File: src/rtl/hack_pkg.sv
// Shared types and constants for the Hack CPU boot loader: loader states,
// word/byte widths and the image framing sizes.
package hack_pkg;

  localparam int WORD_W    = 16;
  localparam int BYTE_W    = 8;
  localparam int LEN_W     = 16;
  localparam int LEN_BYTES = 2;

  // Image layout: LEN_HI, LEN_LO, N x {DATA_HI, DATA_LO}, CKSUM.
  typedef enum logic [2:0] {
    LEN_HI  = 3'd0,
    LEN_LO  = 3'd1,
    DATA_HI = 3'd2,
    DATA_LO = 3'd3,
    CKSUM   = 3'd4,
    RELEASE = 3'd5,
    RUN     = 3'd6,
    ERROR   = 3'd7
  } loader_state_e;

  // States that consume image bytes; also the states reported as loading.
  function automatic logic takes_bytes(input loader_state_e s);
    return (s == LEN_HI) || (s == LEN_LO) || (s == DATA_HI) ||
           (s == DATA_LO) || (s == CKSUM);
  endfunction

endpackage

File: src/rtl/hack_release_timer.sv
// Count-down timer holding the CPU in reset after a good checksum; expire is
// high during the last of RELEASE_DELAY cycles following a load pulse.
module hack_release_timer #(
  parameter int RELEASE_DELAY = 4
) (
  input  logic clock,
  input  logic reset,
  input  logic load,
  output logic expire
);

  localparam int CNT_W = (RELEASE_DELAY > 1) ? $clog2(RELEASE_DELAY) : 1;
  localparam logic [CNT_W-1:0] LOAD_VAL = CNT_W'(RELEASE_DELAY - 1);

  logic             active_q, active_d;
  logic [CNT_W-1:0] cnt_q, cnt_d;

  always_comb begin
    active_d = active_q;
    cnt_d    = cnt_q;
    if (load) begin
      active_d = 1'b1;
      cnt_d    = LOAD_VAL;
    end else if (active_q) begin
      if (cnt_q == '0) begin
        active_d = 1'b0;
      end else begin
        cnt_d = cnt_q - CNT_W'(1);
      end
    end
  end

  always_ff @(posedge clock) begin
    if (reset) begin
      active_q <= 1'b0;
      cnt_q    <= '0;
    end else begin
      active_q <= active_d;
      cnt_q    <= cnt_d;
    end
  end

  assign expire = active_q && (cnt_q == '0);

endmodule

File: src/rtl/hack_boot_loader.sv
// Boot sequencer for the Hack CPU: receives a length-prefixed, checksummed
// image over a byte stream, writes it into instruction ROM, then releases reset.
module hack_boot_loader
  import hack_pkg::*;
#(
  parameter int ADDR_W        = 15,
  parameter int RELEASE_DELAY = 4
) (
  input  logic                clock,
  input  logic                reset,
  input  logic                rx_valid,
  input  logic [BYTE_W-1:0]   rx_data,
  output logic                rx_ready,
  input  logic                load_req,
  output logic                rom_we,
  output logic [ADDR_W-1:0]   rom_addr,
  output logic [WORD_W-1:0]   rom_wdata,
  output logic                cpu_reset,
  output logic                loading,
  output logic                done,
  output logic                error,
  output logic [ADDR_W:0]     words_loaded,
  output loader_state_e       state_dbg
);

  // Handshake: a byte transfers on the rising edge where rx_valid && rx_ready.
  // rx_ready depends only on state and reset, never on rx_valid; gaps hold state.

  localparam logic [31:0] MAX_WORDS = 32'd1 << ADDR_W;

  loader_state_e       state_q, state_d;
  logic [BYTE_W-1:0]   sum_q, sum_d;
  logic [LEN_W-1:0]    len_q, len_d;
  logic [BYTE_W-1:0]   hi_q, hi_d;
  logic                rom_we_q, rom_we_d;
  logic [ADDR_W-1:0]   rom_addr_q, rom_addr_d;
  logic [WORD_W-1:0]   rom_wdata_q, rom_wdata_d;
  logic [ADDR_W:0]     words_q, words_d;
  logic                cpu_reset_q, cpu_reset_d;

  logic                accept;
  logic                timer_load;
  logic                timer_expire;
  logic [LEN_W-1:0]    len_in;
  logic [ADDR_W:0]     count_next;

  assign rx_ready   = !reset && takes_bytes(state_q);
  assign accept     = rx_valid && rx_ready;
  assign len_in     = {len_q[LEN_W-1:BYTE_W], rx_data};
  assign count_next = words_q + (ADDR_W+1)'(1);

  hack_release_timer #(
    .RELEASE_DELAY (RELEASE_DELAY)
  ) u_release_timer (
    .clock  (clock),
    .reset  (reset),
    .load   (timer_load),
    .expire (timer_expire)
  );

  always_comb begin
    state_d     = state_q;
    sum_d       = sum_q;
    len_d       = len_q;
    hi_d        = hi_q;
    rom_we_d    = 1'b0;
    rom_addr_d  = rom_addr_q;
    rom_wdata_d = rom_wdata_q;
    words_d     = words_q;
    timer_load  = 1'b0;

    unique case (state_q)
      LEN_HI: begin
        if (accept) begin
          len_d   = {rx_data, len_q[BYTE_W-1:0]};
          sum_d   = sum_q + rx_data;
          state_d = LEN_LO;
        end
      end
      LEN_LO: begin
        if (accept) begin
          len_d = len_in;
          sum_d = sum_q + rx_data;
          if (32'(len_in) > MAX_WORDS) begin
            state_d = ERROR;
          end else if (len_in == '0) begin
            state_d = CKSUM;
          end else begin
            state_d = DATA_HI;
          end
        end
      end
      DATA_HI: begin
        if (accept) begin
          hi_d    = rx_data;
          sum_d   = sum_q + rx_data;
          state_d = DATA_LO;
        end
      end
      DATA_LO: begin
        // The word index is the count of words already written this image.
        if (accept) begin
          sum_d       = sum_q + rx_data;
          rom_we_d    = 1'b1;
          rom_addr_d  = words_q[ADDR_W-1:0];
          rom_wdata_d = {hi_q, rx_data};
          words_d     = count_next;
          state_d     = (32'(count_next) == 32'(len_q)) ? CKSUM : DATA_HI;
        end
      end
      CKSUM: begin
        if (accept) begin
          if (rx_data == sum_q) begin
            state_d    = RELEASE;
            timer_load = 1'b1;
          end else begin
            state_d = ERROR;
          end
        end
      end
      RELEASE: begin
        if (timer_expire) begin
          state_d = RUN;
        end
      end
      RUN, ERROR: begin
        if (load_req) begin
          state_d    = LEN_HI;
          sum_d      = '0;
          words_d    = '0;
          rom_addr_d = '0;
        end
      end
      default: state_d = LEN_HI;
    endcase

    cpu_reset_d = (state_d != RUN);
  end

  always_ff @(posedge clock) begin
    if (reset) begin
      state_q     <= LEN_HI;
      sum_q       <= '0;
      len_q       <= '0;
      hi_q        <= '0;
      rom_we_q    <= 1'b0;
      rom_addr_q  <= '0;
      rom_wdata_q <= '0;
      words_q     <= '0;
      cpu_reset_q <= 1'b1;
    end else begin
      state_q     <= state_d;
      sum_q       <= sum_d;
      len_q       <= len_d;
      hi_q        <= hi_d;
      rom_we_q    <= rom_we_d;
      rom_addr_q  <= rom_addr_d;
      rom_wdata_q <= rom_wdata_d;
      words_q     <= words_d;
      cpu_reset_q <= cpu_reset_d;
    end
  end

  assign rom_we       = rom_we_q;
  assign rom_addr     = rom_addr_q;
  assign rom_wdata    = rom_wdata_q;
  assign words_loaded = words_q;
  assign cpu_reset    = cpu_reset_q;
  assign loading      = takes_bytes(state_q);
  assign done         = (state_q == RUN);
  assign error        = (state_q == ERROR);
  assign state_dbg    = state_q;

endmodule

File: config.mk
export PLATFORM = sky130hd
export DESIGN_NAME = hack_boot_loader
export DESIGN_NICKNAME = d
export VERILOG_FILES = /design/src/rtl/hack_pkg.sv /design/src/rtl/hack_release_timer.sv /design/src/rtl/hack_boot_loader.sv
export SDC_FILE = /design/constraint.sdc
export NUM_CORES = 1
export LEC_CHECK = 0
export CAP_MARGIN = 10
export CORE_ASPECT_RATIO = 1.25
export CORE_UTILIZATION = 55
export DETAILED_ROUTE_END_ITERATION = 8
export HOLD_SLACK_MARGIN = 0.06
export PLACE_DENSITY_LB_ADDON = 0.05
export REMOVE_ABC_BUFFERS = 1
export SYNTH_ARGS = -nofsm -noshare
export SYNTH_HDL_FRONTEND = slang
export SYNTH_HIERARCHICAL = 1
export SYNTH_SLANG_ARGS = --single-unit
File: constraint.sdc
create_clock -name clock -period 7.72 [get_ports clock]
set_input_delay 0.772 -clock clock [delete_from_list [all_inputs] [get_ports clock]]
set_output_delay 0.772 -clock clock [all_outputs]
set_load 0.005 [all_outputs]
==> impl_metrics.env, run 1 <==
export IMPL_hold_start="rom_wdata[1]"
export IMPL_cp_end_kind="register"
export IMPL_tightestPinTransition_ps=1150
export IMPL_cts_setup_buffers=0
export IMPL_p_leak_nw=1.89
export IMPL_synth_area_leader_cell="dfxtp_1"
export IMPL_grt_pass1_vias=3466
export IMPL_synth_area_leaders="dfxtp_1 (40%), a21oi_1 (7.6%), nand2_1 (6.2%)"
export IMPL_arrival_ps=3700
export IMPL_yosys_warnings=6
export IMPL_crit_path_start_kind="input port"
export IMPL_rsz0062_at_grt="false"
export IMPL_power_switching_uw=238
export IMPL_clock_latency_ps=370
export IMPL_netlist_instances=534
export IMPL_clock_fmax_mhz=290
export IMPL_finalClockSkew_ps=9.51
export IMPL_finalHoldViolCount=0
export IMPL_clkSinkCount=87
export IMPL_r2r_end="cpu_reset"
export IMPL_synth_cell_types=61
export IMPL_rr_startpoint="state_dbg[2]"
export IMPL_areaGrowthSynthToFinish_pct=19.9
export IMPL_cts_hold_buf=0
export IMPL_cp_slowest_stage_delay_ps=880
export IMPL_start_util=0.577
export IMPL_clkTransAtPathRegs_ps=100
export IMPL_min_period_over_period=0.446
export IMPL_p_int_uw=647
export IMPL_grt_pass1_wl_um=17000
export IMPL_drtIter0Drc=193
export IMPL_switching_share=0.269
export IMPL_grt_ovfl_total=0
export IMPL_rows=35
export IMPL_root_buffer="clkbuf_8"
export IMPL_nFillCells=610
export IMPL_status="finished, final reports clean"
export IMPL_syn_avg_cell_area_um2=8.09
export IMPL_final_min_clock_period_ps=3440
export IMPL_ctsResizeCount=0
export IMPL_grt_max_degree=87
export IMPL_antenna_left=0
export IMPL_cts_tree="done"
export IMPL_min_path_type="register to register"
export IMPL_finalNetCount=600
export IMPL_reg2regPathDepth=5
export IMPL_cp_max_fo=19
export IMPL_ir_drop_uv=127
export IMPL_cp_slowest_cell="nor2_1"
export IMPL_fin_setup_tns_ps=0
export IMPL_finalPower_uw=884
export IMPL_netlist_area_mm2=0.00432
export IMPL_critPathCapture="cpu_reset"
export IMPL_final_core_util=0.692
export IMPL_required_ps=7980
export IMPL_die_area_mm2=0.00821
export IMPL_clockPowerShare=0.385
export IMPL_die_x_um=81.3
export IMPL_drive_above_1_share=0.0583
export IMPL_io_buffers=67
export IMPL_finalSetupViolations=0
export IMPL_crit_type="input port to register"
export IMPL_seq_area_frac_synth=0.403
export IMPL_power_density_mw_per_mm2=171
export IMPL_numCtsBuffers=9
export IMPL_vias_per_cell=5.74
export IMPL_first_pass_iters=4
export IMPL_synth_flop_cell="dfxtp_1"
export IMPL_gp_congestion=0.881
export IMPL_r2r_slack_ps=4800
export IMPL_critPathLaunch="rx_valid"
export IMPL_slew_headroom=0.233
export IMPL_synth_async_reset_ratio=0
export IMPL_ys_ff_latch=87
export IMPL_synth_top_area_frac=0.403
export IMPL_finalMaxSlewViolations=0
export IMPL_design_core_area_mm2=0.00749
export IMPL_io_pins=68
export IMPL_hpwlAfterDp_um=6860
export IMPL_drv_cap=0
export IMPL_htree_levels=3
export IMPL_wl_um=10300
export IMPL_drc_errors=0
export IMPL_synth_edf_count=0
export IMPL_dr_total_vias=3875
export IMPL_combPwrFrac=0.088
export IMPL_antenna_found_initial=0
export IMPL_wl_per_cell_um=15.2
export IMPL_fp_dieH_um=101
export IMPL_crit_chain="clkdlybuf4s50_1 -> nand2_1 -> nor2_1 -> nand3b_1 -> a21oi_1 -> nor3_1 -> or3_1"
export IMPL_antenna_cells=0
export IMPL_clk_path_buf_depth=2
export IMPL_power_frac_seq=0.526
export IMPL_gr_usage_all_layers=0.267
==> metrics by stage <==
| step | std cells | cell area, µm² | setup slack, ps | hold WS [ps] |
|---|---|---|---|---|
| after floorplan | 497 | 4160 | 3920 | 425 |
| after global placement | 659 | 4970 | 4020 | 440 |
| after detailed placement | 659 | 4970 | 3910 | 443 |
| after CTS | 675 | 5180 | 4300 | 460 |
| after global routing | 675 | 5180 | 3990 | 481 |
| final | 675 | 5180 | 4280 | 460 |
==> cells in the mapped netlist (all sizes together), types with 9 or more instances <==
library cell / number
clkbuf: 28
nor3: 9
nand2: 72
ha: 9
nand3: 37
xnor2: 17
mux2i: 18
nor2: 62
buf: 9
inv: 10
a21oi: 66
dfxtp: 87
o21ai: 16
xor2: 10
==> state kept, by name (all words and copies together), names as in the netlist <==
name and flops:
words_loaded 16, u_release_timer/active_q 1, rom_wdata 16, state_dbg 3, len_q 16, cpu_reset 1
hi_q 8, u_release_timer/cnt_q 2, rom_we 1, rom_addr 15, sum_q 8
==> cell families (layout without fill, tap and decap cells) <==
logic type	Yosys count	count (layout)	synth area share
buffers and inverters	47	96	0.0449
flip-flops	87	87	0.403
XOR/XNOR	27	27	0.0547
adder cells (fa/ha/maj)	11	11	0.0330
AND/OR/NAND/NOR	227	227	0.256
AO/OA/AOI/OAI	117	117	0.167
multiplexers	18	18	0.0417
==> layout make-up <==
class	count	area (µm²)	share of cell area
Clock buffer	9	124	0.0239
Clock inverter	7	83.8	0.0162
Inverter	10	37.5	0.00725
Multi-Input combinational cell	400	2390	0.461
Sequential cell	87	1740	0.336
Tap cell	92	115	0.0222
Timing Repair Buffer	70	688	0.133
==> layout by cell type, fill, tap and decap left out, types with 9 or more instances in the layout <==
cell type / instances
xor2_1: 10
ha_1: 9
o21ai_0: 15
nor2_1: 62
nand3_1: 36
nor3_1: 9
mux2i_1: 18
inv_1: 10
dfxtp_1: 87
nand2_1: 71
clkbuf_8: 9
clkdlybuf4s50_1: 66
xnor2_1: 17
a21oi_1: 66
==> worst max-delay path, delay by kind of cell <==
kind	cells	cell delay (ps)
simple gates	5	2010
buf+inv	1	550
compound gates	1	370
==> metal layers <==
| metal | share of wire | up-vias | track usage |
|---|---|---|---|
| li1 | - | 1957 | - |
| met1 | 0.44 | 1808 | 0.345 |
| met2 | 0.50 | 95 | 0.436 |
| met3 | 0.038 | 15 | 0.0380 |
| met4 | 0.017 | 0 | 0.117 |
| met5 | 0 | - | 0 |
==> power by group through the flow <==
stage	logic [mW]	registers (mW)	clock network [mW]
2_1_floorplan	0.0476	0.474	0
3_3_place_gp	0.0751	0.475	0
3_5_place_dp	0.0772	0.476	0
4_1_cts	0.0780	0.465	0.346
5_1_grt	0.0863	0.467	0.366
6_report	0.0781	0.465	0.341
==> worst min path at each step <==
stage / to / slack [ps] / cells after the start
floorplan: rom_wdata[10] / 430 / 2
global placement: rom_wdata[9] / 440 / 2
finish: rom_wdata[1] / 460 / 2
CTS: rom_wdata[3] / 460 / 2
detailed placement: rom_wdata[15] / 440 / 2
global route: rom_wdata[7] / 480 / 2
Note: power is estimated with default switching activity, not from simulation.
==> run 2: changes to the inputs <==
- CORE_UTILIZATION: 55 -> 49
- clock period: 7.72 -> 3 ns (I/O delays scaled with it)
==> impl_metrics.env, run 2 (synthesis gave the netlist of run 1 again) <==
export IMPL_status="finished, final reports clean"
export IMPL_cts_hold_buf=0
export IMPL_dr_total_vias=4031
export IMPL_finalHoldViolCount=0
export IMPL_finalNetCount=620
export IMPL_clkTransAtPathRegs_ps=90
export IMPL_crit_type="register to register"
export IMPL_design_core_area_mm2=0.00838
export IMPL_finalInstanceArea_mm2=0.00533
export IMPL_register_area_mm2=0.00174
export IMPL_gr_usage_all_layers=0.252
export IMPL_hpwlAfterDp_um=7910
export IMPL_cp_max_fo=7
export IMPL_clkSinkCount=87
export IMPL_grt_max_degree=83
export IMPL_final_min_clock_period_ps=2720
export IMPL_placed_area_mm2=0.00515
export IMPL_antenna_cells=0
export IMPL_htree_levels=3
export IMPL_crit_path_start_kind="register"
export IMPL_wl_um=11200
export IMPL_min_path_type="input port to register"
export IMPL_rows=37
export IMPL_hold_slack_ps=257
export IMPL_start_util=0.515
export IMPL_grt_pass1_vias=3679
export IMPL_finalPower_mw=2.18
export IMPL_slew_headroom=0.348
export IMPL_drv_cap=0
export IMPL_drc_errors=0
export IMPL_power_density_mw_per_mm2=408
export IMPL_drive_above_1_share=0.0896
export IMPL_finalSetupViolations=0
export IMPL_io_pins=68
export IMPL_drtIter0Drc=161
export IMPL_gp_congestion=0.826
export IMPL_first_pass_iters=5
export IMPL_arrival_ps=3010
export IMPL_ir_drop_uv=293
export IMPL_cp_end_kind="register"
export IMPL_clk_path_buf_depth=2
export IMPL_antenna_left=0
export IMPL_antenna_found_initial=0
export IMPL_finalMaxSlewViolations=0
export IMPL_nFillCells=755
export IMPL_fp_dieH_um=107
export IMPL_min_period_over_period=0.908
export IMPL_required_ps=3280
export IMPL_areaGrowthSynthToFinish_pct=23.5
export IMPL_multi_input_area_mm2=0.00239
export IMPL_rsz0062_at_grt="false"
export IMPL_dp_slack_ps=228
export IMPL_cts_tree="done"
export IMPL_die_area_mm2=0.00920
export IMPL_finalWorstSetupSlack_ps=276
export IMPL_finalClockSkew_ps=7.12
export IMPL_die_x_um=86.0
export IMPL_root_buffer="clkbuf_8"
export IMPL_final_common_cell="dfxtp_1"
export IMPL_final_cell_mix="dfxtp_1 (87), nand2_1 (71), a21oi_1 (66), clkdlybuf4s50_1 (66), nor2_1 (62)"
export IMPL_io_buffers=67
export IMPL_tightestPinTransition_ps=974
export IMPL_grt_pass1_wl_um=18100
export IMPL_numCtsBuffers=9
export IMPL_wl_per_cell_um=15.5
export IMPL_clock_fmax_mhz=367
export IMPL_grt_ovfl_total=0
export IMPL_vias_per_cell=5.60
export IMPL_clock_latency_ps=360
export IMPL_p_leak_nw=1.98
export IMPL_ctsResizeCount=0
export IMPL_cts_setup_buffers=0
[run 2: worst paths after layout]
kind | slack (ps) | end | cells after the start | startpoint
min | 260 | sum_q[2] | 2 | reset
min reg2reg | 460 | rom_wdata[15] | 2 | hi_q[7]
max reg2reg | 280 | state_dbg[2] | 8 | words_loaded[1]
max | 280 | state_dbg[2] | 8 | words_loaded[1]
[run 2: report_power, final]
part           switching [mW]  total [mW]  internal [mW]
registers              0.0224        1.20           1.17
clock network           0.455       0.768          0.313
logic                   0.117       0.211         0.0948
[run 2: critical path, stage by stage (launching register included)]
cell and delay (ps):
dfxtp_1 440, ha_1 290, and3_4 260, nand4_4 120, xnor2_1 160, a311o_1 260, or4_1 570, or3_1 350
a211oi_2 210
[run 2: layout make-up]
class	count	share of cell area
timing repair buffer	90	0.157
multi-input combinational	400	0.448
clock buffer	9	0.0232
sequential	87	0.327
clock inverter	7	0.0106
tap	117	0.0275
inverter	10	0.00704
[run 2: through the flow]
| step | utilization | setup TNS [ps] | std cells |
|---|---|---|---|
| 3_3_place_gp | 0.615 | 0 | 704 |
| 3_5_place_dp | 0.615 | 0 | 704 |
| 2_1_floorplan | - | -9280 | 497 |
| 4_1_cts | 0.636 | 0 | 720 |
| 6_report | 0.636 | 0 | 720 |
| 5_1_grt | 0.636 | 0 | 720 |
[run 2: per-layer routing]
metal / vias to the layer above / wire length [µm] / GRT usage / share of wire
met5: - / 0 / 0 / 0
met4: 0 / 277 / 0.101 / 0.025
met3: 19 / 345 / 0.0416 / 0.031
met2: 92 / 5820 / 0.447 / 0.52
met1: 1918 / 4730 / 0.299 / 0.42
li1: 2002 / - / - / -
